==> src/rtl/tbd_byte_read_bridge.sv <==
// Byte-read responder for accelerator initiators: fetches the containing word
// over OBI and returns the addressed byte, with a one-word hit buffer.
module tbd_byte_read_bridge #(
  parameter logic [31:0] ADDR_BASE  = 32'h1000_0000,
  parameter logic [31:0] ADDR_SIZE  = 32'h0000_1000,
  parameter bit          HIT_BUF_EN = 1'b1
) (
  input  logic        clk,
  input  logic        rst_n,
  input  logic        acc_req,
  input  logic [31:0] acc_addr,
  output logic [7:0]  acc_rdata,
  output logic        acc_rvalid,
  output logic        obi_req_o,
  input  logic        obi_gnt_i,
  output logic [31:0] obi_addr_o,
  output logic        obi_we_o,
  output logic [3:0]  obi_be_o,
  input  logic        obi_rvalid_i,
  input  logic [31:0] obi_rdata_i,
  input  logic        obi_err_i,
  input  logic        inv_i,
  input  logic        err_clr_i,
  output logic [2:0]  err_o,
  output logic [15:0] bus_reads_o
);

  typedef enum logic [1:0] {
    IDLE   = 2'd0,
    REQ    = 2'd1,
    WAIT_R = 2'd2,
    RESP   = 2'd3
  } state_e;

  state_e      state_q;
  logic [31:0] addr_q;
  logic [7:0]  rdata_q;
  logic        rvalid_q;
  logic        obi_req_q;
  logic [31:0] obi_addr_q;
  logic [2:0]  err_q;
  logic [2:0]  err_d;
  logic [15:0] bus_reads_q;
  logic        buf_valid_q;
  logic [29:0] buf_tag_q;
  logic [31:0] buf_data_q;
  logic        no_cache_q;

  logic [31:0] offset_s;
  logic        out_of_win_s;
  logic        hit_s;
  logic [2:0]  err_set_s;

  function automatic logic [7:0] sel_byte(input logic [31:0] word, input logic [1:0] idx);
    sel_byte = word[{idx, 3'b000} +: 8];
  endfunction

  // Request classification and sticky-error next state (set beats clear).
  always_comb begin
    offset_s     = acc_addr - ADDR_BASE;
    out_of_win_s = (offset_s >= ADDR_SIZE);
    hit_s        = HIT_BUF_EN && buf_valid_q && (buf_tag_q == acc_addr[31:2]) && !inv_i;
    err_set_s    = {acc_req && (state_q != IDLE),
                    (state_q == WAIT_R) && obi_rvalid_i && obi_err_i,
                    acc_req && (state_q == IDLE) && out_of_win_s};
    err_d        = (err_clr_i ? 3'b000 : err_q) | err_set_s;
  end

  // Main FSM with all outputs and the hit buffer registered.
  always_ff @(posedge clk or negedge rst_n) begin
    if (!rst_n) begin
      state_q     <= IDLE;
      addr_q      <= 32'h0000_0000;
      rdata_q     <= 8'h00;
      rvalid_q    <= 1'b0;
      obi_req_q   <= 1'b0;
      obi_addr_q  <= 32'h0000_0000;
      err_q       <= 3'b000;
      bus_reads_q <= 16'h0000;
      buf_valid_q <= 1'b0;
      buf_tag_q   <= 30'h0000_0000;
      buf_data_q  <= 32'h0000_0000;
      no_cache_q  <= 1'b0;
    end else begin
      err_q    <= err_d;
      rvalid_q <= 1'b0;
      if (inv_i) begin
        buf_valid_q <= 1'b0;
      end
      case (state_q)
        IDLE: begin
          if (acc_req) begin
            addr_q <= acc_addr;
            if (out_of_win_s) begin
              rdata_q  <= 8'h00;
              rvalid_q <= 1'b1;
              state_q  <= RESP;
            end else if (hit_s) begin
              rdata_q  <= sel_byte(buf_data_q, acc_addr[1:0]);
              rvalid_q <= 1'b1;
              state_q  <= RESP;
            end else begin
              obi_req_q  <= 1'b1;
              obi_addr_q <= {acc_addr[31:2], 2'b00};
              no_cache_q <= 1'b0;
              state_q    <= REQ;
            end
          end
        end
        REQ: begin
          if (inv_i) begin
            no_cache_q <= 1'b1;
          end
          if (obi_gnt_i) begin
            obi_req_q   <= 1'b0;
            bus_reads_q <= bus_reads_q + 16'd1;
            state_q     <= WAIT_R;
          end
        end
        WAIT_R: begin
          if (inv_i) begin
            no_cache_q <= 1'b1;
          end
          if (obi_rvalid_i) begin
            rvalid_q <= 1'b1;
            state_q  <= RESP;
            if (obi_err_i) begin
              rdata_q     <= 8'h00;
              buf_valid_q <= 1'b0;
            end else begin
              rdata_q <= sel_byte(obi_rdata_i, addr_q[1:0]);
              // An invalidate seen during the transaction keeps this word out of the buffer.
              if (HIT_BUF_EN && !no_cache_q && !inv_i) begin
                buf_valid_q <= 1'b1;
                buf_tag_q   <= addr_q[31:2];
                buf_data_q  <= obi_rdata_i;
              end
            end
          end
        end
        RESP: begin
          state_q <= IDLE;
        end
        default: begin
          state_q <= IDLE;
        end
      endcase
    end
  end

  assign acc_rdata   = rdata_q;
  assign acc_rvalid  = rvalid_q;
  assign obi_req_o   = obi_req_q;
  assign obi_addr_o  = obi_addr_q;
  assign obi_we_o    = 1'b0;
  assign obi_be_o    = 4'b1111;
  assign err_o       = err_q;
  assign bus_reads_o = bus_reads_q;

endmodule

==> config.mk <==
export PLATFORM = sky130hd
export DESIGN_NAME = tbd_byte_read_bridge
export DESIGN_NICKNAME = d
export VERILOG_FILES = /design/src/rtl/tbd_byte_read_bridge.sv
export SDC_FILE = /design/constraint.sdc
export NUM_CORES = 1
export LEC_CHECK = 0
export BUFFER_PORTS_ARGS = -buffer_cell sky130_fd_sc_hd__clkbuf_2
export CORE_MARGIN = 4
export CORE_UTILIZATION = 59
export CTS_CLUSTER_DIAMETER = 50
export DETAILED_ROUTE_END_ITERATION = 12
export GPL_ROUTABILITY_DRIVEN = 1
export PLACE_DENSITY = 0.85
export SETUP_SLACK_MARGIN = 0.02
export SLEW_MARGIN = 20
export SYNTH_ARGS = -nofsm -noshare
export SYNTH_HDL_FRONTEND = slang
export SYNTH_SLANG_ARGS = --single-unit
==> constraint.sdc <==
create_clock -name clk -period 5.8 [get_ports clk]
set_input_delay 1.16 -clock clk [delete_from_list [all_inputs] [get_ports clk]]
set_output_delay 1.16 -clock clk [all_outputs]
set_load 0.02 [all_outputs]
==> results of run 1 <==
## state kept, by name (all words and copies together), names as in the netlist
signal       flops
acc_rdata        8
bus_reads_o     16
acc_rvalid       1
buf_tag_q       30
obi_req_o        1
buf_valid_q      1
obi_addr_o      30
buf_data_q      32
addr_q          32
no_cache_q       1
err_o            3
state_q          2
## logic make-up after synthesis
logic type	Yosys count	synth area share, %
fa+ha+maj	4	0.725
xor+xnor	45	5.71
flops	157	56.9
simple gates	72	5.94
other cells	2	0.109
compound gates	25	2.70
buf+inv	52	3.64
mux	130	24.3
## area by class of cell
cell class	count	area (um^2)	area share, %
Clock buffer	23	458	5.65
Clock inverter	4	20.0	0.247
Inverter	25	93.8	1.16
Multi-Input combinational cell	283	2750	33.9
Timing Repair Buffer	133	682	8.41
Tap cell	143	179	2.21
Sequential cell	157	3930	48.5
## critical path, cell delays in order
cell,delay (ns)
clkbuf_2,0.11
xor2_1,0.16
nor4_1,0.36
nand4_1,0.24
o31ai_4,0.42
or2_4,0.45
mux2_2,0.38
## metrics by stage
step	setup WS (ns)	cell area (um^2)	hold slack (ns)
2_1_floorplan	2.98	6920	0.473
3_3_place_gp	2.44	7630	0.453
3_5_place_dp	2.40	7630	0.471
4_1_cts	2.84	8100	0.488
5_1_grt	2.66	8110	0.505
6_report	2.81	8110	0.483
## power groups by stage
| stage | clock network, mW | logic, mW | registers, mW |
|---|---|---|---|
| finish | 0.930 | 0.719 | 1.48 |
| global route | 0.995 | 0.793 | 1.52 |
| CTS | 0.949 | 0.730 | 1.48 |
| detailed placement | 0 | 0.724 | 1.50 |
| global placement | 0 | 0.696 | 1.48 |
| floorplan | 0 | 0.498 | 1.49 |
## synthesized netlist by cell type, types with 3 or more instances
| library cell | count | share of area (%) |
|---|---|---|
| dfrtp_1 | 157 | 57 |
| mux2_2 | 104 | 17 |
| xor2_1 | 29 | 3.7 |
| inv_1 | 25 | 1.4 |
| and2_1 | 20 | 1.8 |
| mux4_2 | 16 | 5.2 |
| xnor2_1 | 16 | 2.0 |
| nand2_1 | 11 | 0.60 |
| buf_2 | 10 | 0.72 |
| nor4_1 | 10 | 0.91 |
| o22ai_1 | 10 | 0.91 |
| mux2_4 | 9 | 2.0 |
| nand3_1 | 8 | 0.58 |
| buf_4 | 7 | 0.76 |
| clkbuf_1 | 7 | 0.38 |
| nand4_1 | 6 | 0.54 |
| nor2_1 | 5 | 0.27 |
| ha_1 | 4 | 0.72 |
| nand2b_1 | 3 | 0.27 |
| o21ai_0 | 3 | 0.22 |
## routing by layer
layer  GRT usage, %  vias up  routed length (um)
met5              0        -                   0
met4           10.2        0                 319
met3           6.17       28                 861
met2           34.6      138                6700
met1           30.3     2122                5970
li1               -     1949                   -
## worst paths after layout
kind / from / end / slack (ns)
worst min register to register: obi_addr_o[24] / obi_addr_o[24] / 0.48
max in group asynchronous: rst_n / addr_q[23] / 3.84
min in group asynchronous: rst_n / obi_addr_o[13] / 0.87
worst min-delay path: obi_addr_o[24] / obi_addr_o[24] / 0.48
worst max-delay path: acc_addr[15] / obi_addr_o[2] / 2.81
worst max register to register: state_q[0] / buf_data_q[19] / 3.12
==> flow_summary.yaml, run 1 <==
status:
  outcome: "completed"
yosys:
  synth_cell_types: 44
  synth-main-ff-cell: "dfrtp_1"
  number_of_synthesized_flops_with_an_enable_pin: 0
  synthArstFlopShare_pct: 100
  postSynthRegisterBits: 157
  synth_seq_area_share_pct: 56.9
  synthesis.instances: 487
  synth.avg_cell_area_um2: 14.2
  mappedNetlistArea_um2: 6910
  yosysWarnings: 0
power:
  power.total_mw: 3.13
  power_frac_comb_pct: 23.0
  vdd_drop_max_mv: 0.229
  power-per-cell-area_nw_per_um2: 386
  sequential_share_of_power_pct: 47.3
  internal_power_mw: 2.24
  net-switching-power_uw: 890
  power.static_leakage_nw: 4.17
  clockPowerShare_pct: 29.7
  power.switching_fraction_pct: 28.4
placed_design:
  placed_instances: 741
  portBuffers: 130
  dp_hpwl_um: 9700
  gp_congestion: 0.844
cts:
  post_cts_gate_resize_count: 0
  tritoncts: "yes"
  tritoncts_buffers: 17
  hold_buffers: 0
  cell_at_the_root_of_the_clock_tree: "clkbuf_16"
  max-clock-path-buffers: 2
  number_of_setup_buffers_added_after_cts: 0
  clock_sink_count: 157
  worst_skew_pair_later_pin_latency_ns: 0.42
  path_clk_slew_ns: 0.06
  h-tree-depth: 4
sta:
  min_clock_period_post_route_ns: 2.99
  rel_slew_slack_pct: 41.7
  grt_setup_unrepaired: "false"
  tightest_slew_ns: 0.875
  period_share_pct: 51.6
  final_setup_violations: 0
  totalNegativeSetupSlack_ns: 0
  finalHoldViolations: 0
  worst_case_clock_skew_ns: 0.00925
  final_max_slew_viol_count: 0
  clock.fmax_mhz: 334
layout:
  final-instance-count-excl-fill: 768
  final.fill_count: 823
  design.final.nets: 693
  utilization_pct: 71.0
  drive_above_1_share_pct: 46.2
  layout_commonest_cell: "dfrtp_1"
  syn2layout_area_growth_pct: 17.4
  mostFrequentLayoutCells: "dfrtp_1, clkbuf_2, mux2_2, xor2_1, inv_1"
  antenna_cells_inserted: 0
critical_path:
  r2r_cells: 6
  setup.worst_path.end_class: "flop"
  worstSetupStartpointType: "input port"
  critPathMaxFanout: 31
  arrival_ns: 3.30
  worst-endpoint-required_ns: 6.11
  category_of_the_critical_setup_timing_path: "in2reg"
detailed_routing:
  detail_route.drc_violations: 0
  wl_per_cell_um: 18.0
  vias_per_cell: 5.52
  firstDrtPassIters: 4
  detailedRoute.firstIterationViolations: 261
  vias: 4237
  antenna_violating_nets_post_route: 0
  drt-total-wl_um: 13900
floorplan:
  die-height_um: 116
  dieWidth_um: 116
  ioPinCount: 138
  initial_core_util_pct: 60.5
  floorplan.rows: 39
  placeableCoreArea_um2: 11400
  fp.dieArea_um2: 13500
global_route:
  grt.total_usage_pct: 22.5
  globalRoute.totalOverflow: 0
  grt_start_max_net_pins: 117
  grt_pass1_vias: 4584
  global_route_wire_length_before_repair_um: 23200
  number_of_antenna_violations_at_the_first_check_in_global_routing: 0
worst_hold_path:
  timing.hold.worst_path_depth: 1
  min-delay-path-class: "reg2reg"
flow_run:
  maxCapViolCount: 0
Power figures use the tool's default switching activity.
==> run 2: changes to the inputs <==
- ABC_AREA: not set -> 1
- CORE_UTILIZATION: 59 -> 55
- PLACE_DENSITY: 0.85 -> 0.79
- clock period: 5.8 -> 3 ns (I/O delays scaled with it)
==> flow_summary.yaml, run 2 <==
status:
  outcome: "completed"
detailed_routing:
  detailedRoute.firstIterationViolations: 398
  wl_per_cell_um: 14.4
  detail_route.drc_violations: 0
  drt-total-wl_um: 15900
  firstDrtPassIters: 5
  antenna_violating_nets_post_route: 0
  vias: 5575
  vias_per_cell: 5.05
yosys:
  postSynthRegisterBits: 157
  synth_cell_types: 33
  yosysWarnings: 0
  post_synth_most_frequent_cells: "nand2_1, dfrtp_1, o21ai_0"
  number_of_synthesized_flops_with_an_enable_pin: 0
  yosys-top-cells-area: "dfrtp_1, nand2_1, o21ai_0"
  synthArstFlopShare_pct: 100
  netlist.area_leader.share_pct: 54.5
  mappedNetlistArea_um2: 7210
  synthesis.instances: 792
  synth-main-ff-cell: "dfrtp_1"
  post-synth-top-area-cell: "dfrtp_1"
  synth.avg_cell_area_um2: 9.10
  synthMostInstantiatedCell: "nand2_1"
  synth_seq_area_share_pct: 54.5
placed_design:
  dp_hpwl_um: 11100
  gp_congestion: 0.818
  portBuffers: 130
layout:
  design.final.nets: 994
  mostFrequentLayoutCells: "nand2_1, dfrtp_1, clkbuf_2, o21ai_0, inv_1"
  utilization_pct: 67.4
  drive_above_1_share_pct: 26.4
  antenna_cells_inserted: 0
  layout_commonest_cell: "nand2_1"
  largestRegisters: "addr_q x32, buf_data_q x32"
  syn2layout_area_growth_pct: 18.9
global_route:
  grt_start_max_net_pins: 87
  global_route_wire_length_before_repair_um: 26400
  grt.total_usage_pct: 22.5
  grt_pass1_vias: 5462
  most_heavily_used_metal_layer_in_global_routing: "met2"
  number_of_antenna_violations_at_the_first_check_in_global_routing: 0
  globalRouteMet1Util_pct: 31.2
  globalRoute.totalOverflow: 0
  gr-usage-met3_pct: 5.76
  gr-usage-met2_pct: 34.8
worst_hold_path:
  min-delay-path-class: "in2reg"
flow_run:
  maxCapViolCount: 0
power:
  power.static_leakage_nw: 4.63
  vdd_drop_max_mv: 0.626
  power-per-cell-area_nw_per_um2: 886
cts:
  cell_at_the_root_of_the_clock_tree: "clkbuf_16"
  tritoncts: "yes"
  clock_sink_count: 157
  path_clk_slew_ns: 0.06
  post_cts_gate_resize_count: 0
  tritoncts_buffers: 17
  worst_skew_pair_later_pin_latency_ns: 0.43
  number_of_setup_buffers_added_after_cts: 0
  h-tree-depth: 4
  max-clock-path-buffers: 2
sta:
  totalNegativeSetupSlack_ns: 0
  worst_case_clock_skew_ns: 0.00868
  tightest_slew_ns: 0.680
  final_setup_violations: 0
  min_clock_period_post_route_ns: 2.29
  clock.fmax_mhz: 436
  grt_setup_unrepaired: "false"
  rel_slew_slack_pct: 54.6
  finalHoldViolations: 0
  period_share_pct: 76.5
  final_max_slew_viol_count: 0
  worst_hold_slack_ns: 0.395
floorplan:
  die-height_um: 123
  placeableCoreArea_um2: 12700
  dieWidth_um: 123
  ioPinCount: 138
  initial_core_util_pct: 56.7
  fp.dieArea_um2: 15000
  floorplan.rows: 41
critical_path:
  category_of_the_critical_setup_timing_path: "reg2reg"
  arrival_ns: 2.66
  setup.worst_path.end_class: "flop"
  worstSetupStartpointType: "flop"
  critPathMaxFanout: 22
  worst-endpoint-required_ns: 3.37
-- run 2: changes by cell type in the layout (fill, tap and decap cells not counted), moves of 13 or more --
cell	before	now
a21oi_1	1	22
and2_1	20	0
inv_1	25	76
inv_2	0	16
mux2_2	104	35
mux4_2	16	0
nand2_1	11	202
nand2_2	0	15
nor2_1	5	43
o21ai_0	3	94
xnor2_1	16	29
xor2_1	29	11
-- run 2: timing repair --
item                                    in CTS  in global routing
endpoints found under the hold margin       16                  0
hold buffers                                 1                  0
endpoints found under the setup margin       0                  0
-- run 2: per-stage QoR --
step / setup WS [ns] / instance area, um^2 / power (mW) / instances
floorplan: 1.24 / 7230 / 4.77 / 797
global placement: 0.738 / 7960 / 5.33 / 1070
detailed placement: 0.666 / 7960 / 5.42 / 1070
CTS: 0.699 / 8580 / 7.66 / 1103
global route: 0.469 / 8580 / 8.12 / 1103
finish: 0.705 / 8580 / 7.60 / 1103
-- run 2: final timing paths --
check	slack, ns	depth (start not counted)	end	start
min	0.40	2	err_o[1]	err_clr_i
max reg2reg	0.71	8	obi_req_o	state_q[1]
max in group asynchronous	1.52	3	buf_valid_q	rst_n
max	0.71	8	obi_req_o	state_q[1]
min reg2reg	0.47	1	bus_reads_o[15]	bus_reads_o[15]
min in group asynchronous	0.57	2	obi_addr_o[29]	rst_n
-- run 2: cell type report --
class / instances / area, um^2
Multi-Input combinational cell: 514 / 2760
Fill cell: 1029 / 4150
Timing Repair Buffer: 136 / 717
Tap cell: 172 / 215
Clock buffer: 19 / 443
Clock inverter: 13 / 164
Sequential cell: 157 / 3930
Inverter: 92 / 345
-- run 2: cells by family after synthesis --
group / count (synthesis) / share of synthesized area [%]
AO/OA/AOI/OAI: 129 / 9.32
XOR/XNOR: 40 / 4.86
adder cells (fa/ha/maj): 4 / 0.694
buffers and inverters: 126 / 7.48
flip-flops: 157 / 54.5
multiplexers: 35 / 5.47
other: 2 / 0.104
AND/OR/NAND/NOR: 299 / 17.6
-- run 2: metal layers --
metal,vias up,part of all wire [%]
li1,2761,-
met1,2603,45
met2,193,47
met3,18,6.7
met4,0,1.2
met5,-,0
-- run 2: power breakdown --
part           internal (mW)  switching [mW]  total (mW)
Clock                   1.33           0.865        2.20
Sequential              2.84           0.464        3.30
Combinational          0.854            1.24        2.10
-- run 2: critical path, stage by stage (launching register included) --
cell and delay (ns):
dfrtp_1 0.38, inv_1 0.10, ha_1 0.29, nand2_1 0.39, inv_1 0.66, nand4_1 0.22, nand2_1 0.10, nand2_1 0.05
inv_1 0.04
